**src/rtl/ram_rd_controller.sv**
```systemverilog
// Read-side controller for the ping-pong sample RAMs feeding the FFT: waits for a
// full RAM, streams it out in address order and produces the frame strobes.
module ram_rd_controller #(
   parameter int ADDR_WIDTH = 9,
   parameter int RD_LATENCY = 1
) (
   input  logic                  clock,
   input  logic                  reset_n,
   input  logic                  ready,
   input  logic                  sel_ram,
   input  logic                  dst_ready,
   output logic                  rd_en_ram_0,
   output logic                  rd_en_ram_1,
   output logic [ADDR_WIDTH-1:0] rd_addr,
   output logic                  mux_sel,
   output logic                  out_valid,
   output logic                  out_first,
   output logic                  out_last,
   output logic                  busy,
   output logic                  frame_done,
   output logic                  overrun
);

   typedef enum logic [1:0] {
      IDLE,
      ISSUE,
      DRAIN,
      DONE
   } state_t;

   localparam logic [ADDR_WIDTH-1:0] LAST_ADDR = '1;
   localparam logic [2:0]            DRAIN_END = 3'(RD_LATENCY - 1);

   state_t                  state_q, state_d;
   logic                    pending_q, pending_d;
   logic                    pend_sel_q, pend_sel_d;
   logic                    cur_sel_q, cur_sel_d;
   logic [ADDR_WIDTH-1:0]   addr_q, addr_d;
   logic [2:0]              drain_cnt_q, drain_cnt_d;
   logic [RD_LATENCY-1:0]   valid_pipe_q, first_pipe_q, last_pipe_q, sel_pipe_q;
   logic                    start;
   logic                    issuing;

   assign start   = (state_q == IDLE) && pending_q && dst_ready;
   assign issuing = (state_q == ISSUE);

   always_comb begin
      state_d     = state_q;
      addr_d      = addr_q;
      cur_sel_d   = cur_sel_q;
      drain_cnt_d = drain_cnt_q;
      case (state_q)
         IDLE: begin
            if (start) begin
               state_d   = ISSUE;
               cur_sel_d = pend_sel_q;
               addr_d    = '0;
            end
         end
         ISSUE: begin
            addr_d = addr_q + 1'b1;
            if (addr_q == LAST_ADDR) begin
               state_d     = DRAIN;
               drain_cnt_d = '0;
            end
         end
         DRAIN: begin
            if (drain_cnt_q == DRAIN_END) begin
               state_d = DONE;
            end else begin
               drain_cnt_d = drain_cnt_q + 3'd1;
            end
         end
         DONE:    state_d = IDLE;
         default: state_d = IDLE;
      endcase
   end

   // A new ready always wins over consumption so a back-to-back frame is never dropped.
   always_comb begin
      pending_d  = pending_q;
      pend_sel_d = pend_sel_q;
      if (ready) begin
         pending_d  = 1'b1;
         pend_sel_d = sel_ram;
      end else if (start) begin
         pending_d  = 1'b0;
      end
   end

   always_ff @(posedge clock or negedge reset_n) begin
      if (!reset_n) begin
         state_q     <= IDLE;
         pending_q   <= 1'b0;
         pend_sel_q  <= 1'b0;
         cur_sel_q   <= 1'b0;
         addr_q      <= '0;
         drain_cnt_q <= '0;
      end else begin
         state_q     <= state_d;
         pending_q   <= pending_d;
         pend_sel_q  <= pend_sel_d;
         cur_sel_q   <= cur_sel_d;
         addr_q      <= addr_d;
         drain_cnt_q <= drain_cnt_d;
      end
   end

   // Strobes travel with the read request so they line up with the RAM data.
   always_ff @(posedge clock or negedge reset_n) begin
      if (!reset_n) begin
         valid_pipe_q <= '0;
         first_pipe_q <= '0;
         last_pipe_q  <= '0;
         sel_pipe_q   <= '0;
      end else begin
         valid_pipe_q[0] <= issuing;
         first_pipe_q[0] <= issuing && (addr_q == '0);
         last_pipe_q[0]  <= issuing && (addr_q == LAST_ADDR);
         sel_pipe_q[0]   <= issuing && cur_sel_q;
         for (int i = 1; i < RD_LATENCY; i++) begin
            valid_pipe_q[i] <= valid_pipe_q[i-1];
            first_pipe_q[i] <= first_pipe_q[i-1];
            last_pipe_q[i]  <= last_pipe_q[i-1];
            sel_pipe_q[i]   <= sel_pipe_q[i-1];
         end
      end
   end

   assign rd_en_ram_0 = issuing && !cur_sel_q;
   assign rd_en_ram_1 = issuing && cur_sel_q;
   assign rd_addr     = addr_q;
   assign out_valid   = valid_pipe_q[RD_LATENCY-1];
   assign out_first   = first_pipe_q[RD_LATENCY-1];
   assign out_last    = last_pipe_q[RD_LATENCY-1];
   assign mux_sel     = sel_pipe_q[RD_LATENCY-1];
   assign busy        = (state_q != IDLE);
   assign frame_done  = (state_q == DONE);
   // Lost frame (pending overwritten) or the writer refilling the RAM under read.
   assign overrun     = ready && ((pending_q && !start) || (busy && (sel_ram == cur_sel_q)));

endmodule

```
**config.mk**
```make
export PLATFORM = sky130hd
export DESIGN_NAME = ram_rd_controller
export DESIGN_NICKNAME = d
export VERILOG_FILES = /design/src/rtl/ram_rd_controller.sv
export SDC_FILE = /design/constraint.sdc
export NUM_CORES = 1
export LEC_CHECK = 0
export ABC_AREA = 1
export CORE_MARGIN = 2
export CORE_UTILIZATION = 28
export CTS_CLUSTER_DIAMETER = 30
export CTS_CLUSTER_SIZE = 30
export DETAILED_ROUTE_END_ITERATION = 12
export PLACE_DENSITY = 0.5
export REMOVE_ABC_BUFFERS = 1
export SYNTH_ARGS = -nofsm -noshare
export SYNTH_HDL_FRONTEND = slang
export SYNTH_SLANG_ARGS = --single-unit
```
**constraint.sdc**
```tcl
create_clock -name clock -period 2.25 [get_ports clock]
set_input_delay 0.45 -clock clock [delete_from_list [all_inputs] [get_ports clock]]
set_output_delay 0.45 -clock clock [all_outputs]
set_load 0.03 [all_outputs]
```
==> results of run 1 <==
cell usage after synthesis, types with 2 or more instances:
| cell type | instances | area, um^2 |
|---|---|---|
| dfrtp_1 | 21 | 526 |
| ha_1 | 9 | 113 |
| inv_1 | 24 | 90.1 |
| nand2_1 | 33 | 124 |
| nand3_1 | 10 | 50.1 |
| nand3_2 | 3 | 30.0 |
| nand4_1 | 5 | 31.3 |
| nor2_1 | 9 | 33.8 |
| nor4_1 | 2 | 12.5 |
| o21ai_0 | 11 | 55.1 |
sequential cells by signal, indices dropped and copies added (netlist names):
name / cells
pend_sel_q: 1
out_last: 1
pending_q: 1
out_first: 1
drain_cnt_q: 3
mux_sel: 1
cur_sel_q: 1
rd_addr: 9
state_q: 2
out_valid: 1
metrics by stage:
stage               worst slack [ns]  util [%]  instances  hold slack (ns)  area [um^2]
floorplan                      0.392         -        138            0.154         1150
global placement               0.341      36.1        212            0.511         1440
detailed placement             0.283      36.1        212            0.527         1440
CTS                           0.0126      37.2        216            0.541         1490
global route                  0.0720      37.3        216            0.552         1490
finish                         0.229      37.3        216            0.534         1490
layer usage:
layer  global-route usage (%)  vias up  share of wire [%]
met5                        0        -                  0
met4                     2.25        0               0.34
met3                     3.41        2                4.7
met2                     20.4       22                 52
met1                     14.2      444                 43
li1                         -      494                  -
area by class of cell:
type / count / area [um^2] / share of cell area (%)
clock inverters: 1 / 5.00 / 0.335
well taps: 50 / 62.6 / 4.19
clock buffers: 3 / 41.3 / 2.77
inverters: 25 / 93.8 / 6.29
repair buffers: 24 / 236 / 15.8
multi-input cells: 92 / 528 / 35.4
flip-flops and latches: 21 / 526 / 35.2
placed cells by master (no fill, tap or decap), types with 3 or more instances in the layout:
cell type and n:
nand4_1 5, clkbuf_8 3, nand3_2 3, nor2_1 9, ha_1 9, dfrtp_1 21, clkdlybuf4s50_1 18, nand3_1 10
buf_4 3, o21ai_0 11, inv_1 24, nand2_1 33
what timing repair did:
item                                    in CTS  in global routing
gates resized for setup                      1                  2
cloned                                       0                  0
endpoints found under the setup margin       1                  2
setup buffers                                0                  0
logic make-up (layout without fill, tap and decap cells):
group | count (synthesis) | in the layout
XOR/XNOR | 1 | 1
adder cells (fa/ha/maj) | 9 | 9
flip-flops | 21 | 21
AO/OA/AOI/OAI | 14 | 14
buffers and inverters | 27 | 53
AND/OR/NAND/NOR | 68 | 68
critical path, stage by stage (launching register included):
cell and delay, ns:
dfrtp_1 0.40, inv_1 0.08, ha_1 0.27, nand3_2 0.15, nand2_1 0.08, a21oi_1 0.16
buf_4 0.18
where the power goes:
| group | internal [mW] | leakage, nW | switching (mW) |
|---|---|---|---|
| clock network | 0.123 | 0.0255 | 0.124 |
| logic | 0.274 | 0.453 | 0.499 |
| registers | 0.453 | 0.279 | 0.0669 |
| total | 0.850 | 0.758 | 0.690 |
worst max-delay path by stage:
stage                           from          end  slack, ns  cells after the start
final                     state_q[0]      overrun       0.23                      6
after global routing      state_q[0]      overrun       0.07                      6
after CTS                 state_q[0]         busy       0.01                      4
after detailed placement  state_q[1]  rd_en_ram_0       0.28                      5
after global placement    state_q[1]  rd_en_ram_0       0.34                      5
after floorplan           state_q[0]      overrun       0.39                      5
==> summary.md, run 1 <==
| Metric | Value |
|---|---|
| Starting DRT DRC Count | slightly above 50 |
| Leak pwr | approximately 0.76 nW |
| Worst Tran Pin Value | around 0.32 ns |
| Overall power | around 1.5 mW |
| First-pass GRT wire length | 4130 um |
| Die area | approximately 4700 um^2 |
| Ports | 23 |
| Synth Cell Area | between 1000 and 1500 um^2 |
| Sequential cell area fraction in the yosys report | approximately 45% |
| Initial core utilization | a little under 30% |
| Via count | around 960 |
| Main synth FF type | dfrtp_1 |
| H-tree Lvls | 1 |
| Endpoint class of the critical path | output port |
| Port buffer count | 22 |
| Final Hold Fails | 0 |
| P per Cell Area | between 1000 and 1500 nW/um^2 |
| FF+latch count, synth | 21 |
| GPL Wtd Cong | 0.780 |
| Cells after synthesis | 140 |
| Worst EP arrival | 1.57 ns |
| Register-to-Register Path Depth | 9 |
| Die Ht | a little under 70 um |
| Period utilization | between 80% and 90% |
| Area of the core | 4000 um^2 |
| Synth warnings | 0 |
| Detailed-router iteration count before antenna repair | 4 |
| DRC errors left | 0 |
| Simple-Gate Fraction of Synth Area | between 20% and 30% |
| Post-synthesis cell type count | 23 |
| Hold_buf cts | 0 |
| Crit Path Class | flop to output port |
| Layout cells sized above 1 | roughly 10% |
| Final Skew | 0.00613 ns |
| Antenna violations before repair | 0 |
| Fin crit period | approximately 2.0 ns |
| TritonCTS clock tree | done |
| Total grt overflow | 0 |
| Via/cell ratio | about 4.5 |
| Final setup violation count | 0 |
| Worst r2r src | rd_addr[1] |
| Syn-to-layout area delta | 27.6% |
| FP Rows | 23 |
| R2R Path End | state_q[0] |
| Max-cap viol count | 0 |
| Max Slew Vio Count | 0 |
| Routed wire length | 2390 um |
| Xor/xnor cell area share of the yosys netlist | less than 1% |
| Worst-skew pair later-pin latency | 0.26 ns |
| Largest net degree at the start of global routing | 22 |
| # fillers | 400 |
| Multiplexer share of the synthesized area | 0% |
| Gr usage total | between 10% and 20% |
| Critical Path Start Type | flop |
| Clock buffer depth | 2 |
| Reg clk slew, reported paths | roughly 0.08 ns |
| CP required | ~1.8 ns |
| Peak supply drop | 562 uV |
| Clock Root Buffer | clkbuf_8 |
| Dpl hpwl | approximately 1900 um |
| Num CTS Buffers | 3 |
| Largest family of logic cells by synthesized area | simple AND/OR/NAND/NOR gates |
| Synth Area in Adders | slightly below 10% |
| Total Neg Setup Slack | 0 ns |
| Wire per inst | 11.1 um |
| Max Clk Rate | between 400 and 500 MHz |
| Ys async rst share | 100% |
| Vias in the first global route | 956 |
| CP Max Fanout | 5 |
| Compound-Gate Fraction of Synth Area | between 6 and 7% |
| Max_slew headroom | around four fifths |
| Worst hold path class | input port to asynchronous set/reset pin |
| RSZ-0062 raised after global routing | no |
| Status | complete, no violations |
| Worst R2R Setup Slack | around 0.38 ns |
| Die Width | between 60 and 70 um |
| Total clock sinks | 21 |
| Post-synth EDFFs | 0 |
| Net count, final | approximately 180 |
| ANT cells | 0 |
| Post-route ant nets | 0 |
| Mean Syn Cell Area | about 8.4 um^2 |
Note: power is estimated with default switching activity, not from simulation.
==> run 2: changes to the inputs <==
- CORE_ASPECT_RATIO: not set -> 1.4
- HOLD_SLACK_MARGIN: not set -> 0.15
==> summary.md, run 2 (synthesis gave the netlist of run 1 again) <==
| Metric | Value |
|---|---|
| Placed insts | 205 |
| Slowest-stage cell, CP | dfrtp_1 |
| Num CTS Buffers | 3 |
| Worst hold path class | input port to asynchronous set/reset pin |
| Starting DRT DRC Count | 34 |
| Gr usage total | 11.3% |
| # fillers | 427 |
| Largest net degree at the start of global routing | 22 |
| Worst Tran Pin Value | between 0.3 and 0.4 ns |
| Register-to-Register Path Depth | 9 |
| Total Neg Setup Slack | 0 ns |
| Max-cap viol count | 0 |
| Die Ht | 80.5 um |
| Die area | 4720 um^2 |
| First-pass GRT wire length | 4170 um |
| CP Max Fanout | 5 |
| Most frequent cells in the layout | nand2_1 (33), inv_1 (24), dfrtp_1 (21) |
| Period utilization | between 90% and 100% |
| Max_slew headroom | 78.7% |
| Final setup violation count | 0 |
| Peak supply drop | 580 uV |
| Leak pwr | ~0.75 nW |
| H-tree Lvls | 1 |
| Syn-to-layout area delta | 26.4% |
| Via count | around 970 |
| Wire per inst | between 10 and 15 um |
| Worst EP arrival | about 1.6 ns |
| Most common cell after layout, fill and taps aside | nand2_1 |
| ANT cells | 0 |
| Routed wire length | 2380 um |
| Worst r2r src | rd_addr[1] |
| TritonCTS clock tree | done |
| Antenna violations before repair | 0 |
| Net count, final | approximately 180 |
| Reg clk slew, reported paths | about 0.08 ns |
| CP Buf/Inv Count | 2 |
| Total grt overflow | 0 |
| Clock Root Buffer | clkbuf_8 |
| Initial core utilization | 29.3% |
| Worst R2R Setup Slack | between 0.3 and 0.4 ns |
| Endpoint class of the critical path | output port |
| FP Rows | 27 |
| Footprint of the multi-input gates | between 500 and 600 um^2 |
| GPL Wtd Cong | 0.745 |
| Dpl hpwl | roughly 1800 um |
| Die Width | slightly below 60 um |
| Crit Path Class | flop to output port |
| Ports | 23 |
| Via/cell ratio | approximately 4.6 |
| R2R Path End | state_q[1] |
| Final Skew | roughly 0.0088 ns |
| RSZ-0062 raised after global routing | no |
| Fin crit period | 2.04 ns |
| Post-route ant nets | 0 |
| Max reg flops | 9 |
| Pre-CTS setup slack | 0.279 ns |
| Final worst slack | around 0.21 ns |
| DRC errors left | 1 |
| Worst-skew pair later-pin latency | 0.26 ns |
| P per Cell Area | roughly 1000 nW/um^2 |
| Sequential cell area | 526 um^2 |
| CP required | about 1.8 ns |
| Port buffer count | 22 |
| Crit-path max cell delay | ~0.42 ns |
| Clock buffer depth | 2 |
| Layout cells sized above 1 | 9.64% |
| Max Slew Vio Count | 0 |
| Status | complete, but fails checks |
| Detailed-router iteration count before antenna repair | 10 |
| Final Hold Fails | 0 |
| Crit path max-delay family | flip-flops |
| Total clock sinks | 21 |
| Area of the core | ~4000 um^2 |
| Max Clk Rate | around 500 MHz |
| Post-CTS Setup Bufs | 0 |
| Critical Path, Cell by Cell | inv_1, ha_1, nand3_2, nand2_1, a21oi_1, buf_4 |
| Failing checks | DRC |
| Vias in the first global route | between 900 and 1000 |
| Overall power | 1.54 mW |
| Critical Path Start Type | flop |
| Post-Layout Cell Count | 209 |
| Final Util | between 30% and 40% |
| Hold_buf cts | 0 |
run 2: changes by cell type in the layout (fill, tap and decap cells not counted), sizes merged:
cell	before	now
dlygate4sd2	1	2
clkinv	1	0
dlymetal6s2s	2	1
clkbuf	3	4
run 2: metal layers:
metal,up-vias,GRT usage [%],wire length [um]
met5,-,0,0
met4,0,4.32,41
li1,492,-,-
met3,5,2.42,105
met1,446,13.5,1070
met2,22,19.6,1160
run 2: area by class of cell:
cell class,count,share of cell area [%]
Tap cell,43,3.64
Multi-Input combinational cell,92,35.7
Inverter,25,6.35
Clock buffer,4,3.05
Sequential cell,21,35.5
Timing Repair Buffer,24,15.7
run 2: worst register-to-register path: stages (launching register included):
cell and delay (ns):
dfrtp_1 0.40, ha_1 0.27, nand3_1 0.15, nor4_1 0.23, ha_1 0.24, inv_1 0.05, nand2_1 0.12, nand3_1 0.15
nand2_1 0.08, o21ai_0 0.07
run 2: what timing repair did:
action,4_1_cts,5_1_grt
gates cloned,0,0
gates resized for setup,2,1
setup endpoints to repair,2,1
pin swaps,0,0
run 2: per-stage QoR:
step	hold WS (ns)	cell area, um^2
detailed placement	0.517	1430
global route	0.554	1480
CTS	0.538	1480
finish	0.525	1480
floorplan	0.154	1150
global placement	0.503	1430
run 2: worst max path at each step:
| stage | start | to | cells after the start |
|---|---|---|---|
| 2_1_floorplan | state_q[0] | overrun | 5 |
| 3_3_place_gp | state_q[1] | rd_en_ram_0 | 5 |
| 3_5_place_dp | state_q[0] | busy | 4 |
| 4_1_cts | state_q[1] | rd_en_ram_1 | 5 |
| 5_1_grt | state_q[0] | overrun | 6 |
| 6_report | state_q[0] | overrun | 6 |
run 2: power breakdown:
part | internal, mW | total, mW | switching (mW)
Combinational | 0.268 | 0.761 | 0.494
Clock | 0.126 | 0.256 | 0.130
Sequential | 0.453 | 0.521 | 0.0681
==> run 3: changes to the inputs <==
- CELL_PAD_IN_SITES_DETAIL_PLACEMENT: not set -> 1
- CELL_PAD_IN_SITES_GLOBAL_PLACEMENT: not set -> 2
- PLACE_DENSITY: 0.5 -> 0.75
==> summary.md, run 3 (synthesis gave the netlist of run 1 again) <==
| Metric | Value |
|---|---|
| Clock buffer depth | 2 |
| Critical Path Start Type | flop |
| Die Ht | 80.5 um |
| Worst EP arrival | around 1.6 ns |
| Area of the core | around 4000 um^2 |
| Max reg flops | 9 |
| Detailed-router iteration count before antenna repair | 10 |
| Most frequent cells in the layout | nand2_1 (33), inv_1 (24), dfrtp_1 (21) |
| Port buffer count | 22 |
| Starting DRT DRC Count | 23 |
| Post-Layout Cell Count | ~210 |
| Final Util | 37.1% |
| Endpoint class of the critical path | output port |
| Antenna violations before repair | 0 |
| Max_slew headroom | between 70% and 80% |
| P per Cell Area | 1050 nW/um^2 |
| Crit Path Class | flop to output port |
| Syn-to-layout area delta | 26.4% |
| DRC errors left | 1 |
| Worst-skew pair later-pin latency | around 0.26 ns |
| Period utilization | around nine tenths |
| Num CTS Buffers | 3 |
| Clock Root Buffer | clkbuf_8 |
| Initial core utilization | ~29% |
| Reg clk slew, reported paths | ~0.08 ns |
| Total grt overflow | 0 |
| Status | complete, but fails checks |
| Total Neg Setup Slack | 0 ns |
| Overall power | ~1.5 mW |
| Placed insts | between 200 and 250 |
| Peak supply drop | around 470 uV |
| Total clock sinks | 21 |
| Gr usage total | about an eighth |
| RSZ-0062 raised after global routing | no |
| Via count | 978 |
| Routed wire length | 2690 um |
| FP Rows | 27 |
| Final Skew | 0.00490 ns |
| Hold_ws | ~0.54 ns |
| Wire per inst | ~13 um |
| Max Slew Vio Count | 0 |
| Leak pwr | about 0.75 nW |
| Max-cap viol count | 0 |
| Pre-CTS setup slack | roughly 0.28 ns |
| TritonCTS clock tree | done |
| Worst Tran Pin Value | approximately 0.32 ns |
| Ports | 23 |
| CP Max Fanout | 5 |
| Post-route ant nets | 0 |
| Net count, final | 181 |
| Vias in the first global route | 1047 |
| Failing checks | DRC |
| Most common cell after layout, fill and taps aside | nand2_1 |
| Final Hold Fails | 0 |
| Final worst slack | between 0.2 and 0.25 ns |
| Die Width | around 59 um |
| Cell area after placement | roughly 1400 um^2 |
| Via/cell ratio | about 4.7 |
| Dpl hpwl | roughly 2100 um |
| Die area | 4720 um^2 |
| Post-CTS Setup Bufs | 0 |
| CP required | 1.80 ns |
| Largest net degree at the start of global routing | 22 |
| Layout cells sized above 1 | 9.64% |
| Fin crit period | ~2.0 ns |
| H-tree Lvls | 1 |
| GPL Wtd Cong | about 0.74 |
| Max Clk Rate | approximately 490 MHz |
| Design area | between 1000 and 1500 um^2 |
| Worst hold path class | input port to asynchronous set/reset pin |
| ANT cells | 0 |
| First-pass GRT wire length | roughly 4600 um |
| Final setup violation count | 0 |
run 3: cell counts in the layout (fill, tap and decap cells not counted):
Identical to the previous run, type by type.
run 3: what timing repair did:
action                                  CTS  global route
gates cloned                              0             0
endpoints found under the setup margin    2             1
hold buffers                              0             0
resized for setup                         2             1
run 3: report_power, final:
group          switching [mW]  internal (mW)  total, mW
sequential             0.0674          0.453      0.520
clock                   0.123          0.126      0.249
combinational           0.511          0.270      0.780
run 3: layer usage:
metal | up-vias | wire (um) | track usage, %
li1 | 493 | - | -
met1 | 462 | 1170 | 14.7
met2 | 17 | 1380 | 22.2
met3 | 6 | 68 | 1.93
met4 | 0 | 68 | 5.91
met5 | - | 0 | 0
run 3: path summary, 6_finish.rpt:
check	start	end	slack, ns	cells after the start
worst min register to register	drain_cnt_q[2]	drain_cnt_q[2]	0.54	2
worst max register to register	rd_addr[1]	state_q[0]	0.38	9
worst max-delay path	state_q[0]	overrun	0.22	6
min in group clock	drain_cnt_q[2]	drain_cnt_q[2]	0.54	2
max in group asynchronous	reset_n	mux_sel	1.49	2
worst min-delay path	reset_n	rd_addr[3]	0.54	2
run 3: final cells by class:
type / count / area, um^2
Clock buffer: 4 / 45.0
Fill cell: 493 / 2510
Inverter: 25 / 93.8
Multi-Input combinational cell: 92 / 528
Sequential cell: 21 / 526
Tap cell: 43 / 53.8
Timing Repair Buffer: 24 / 233
run 3: critical path: stages (launching register included):
cell and delay [ns]:
dfrtp_1 0.40, inv_1 0.08, ha_1 0.27, nand3_2 0.15, nand2_1 0.09, a21oi_1 0.15, buf_4 0.18
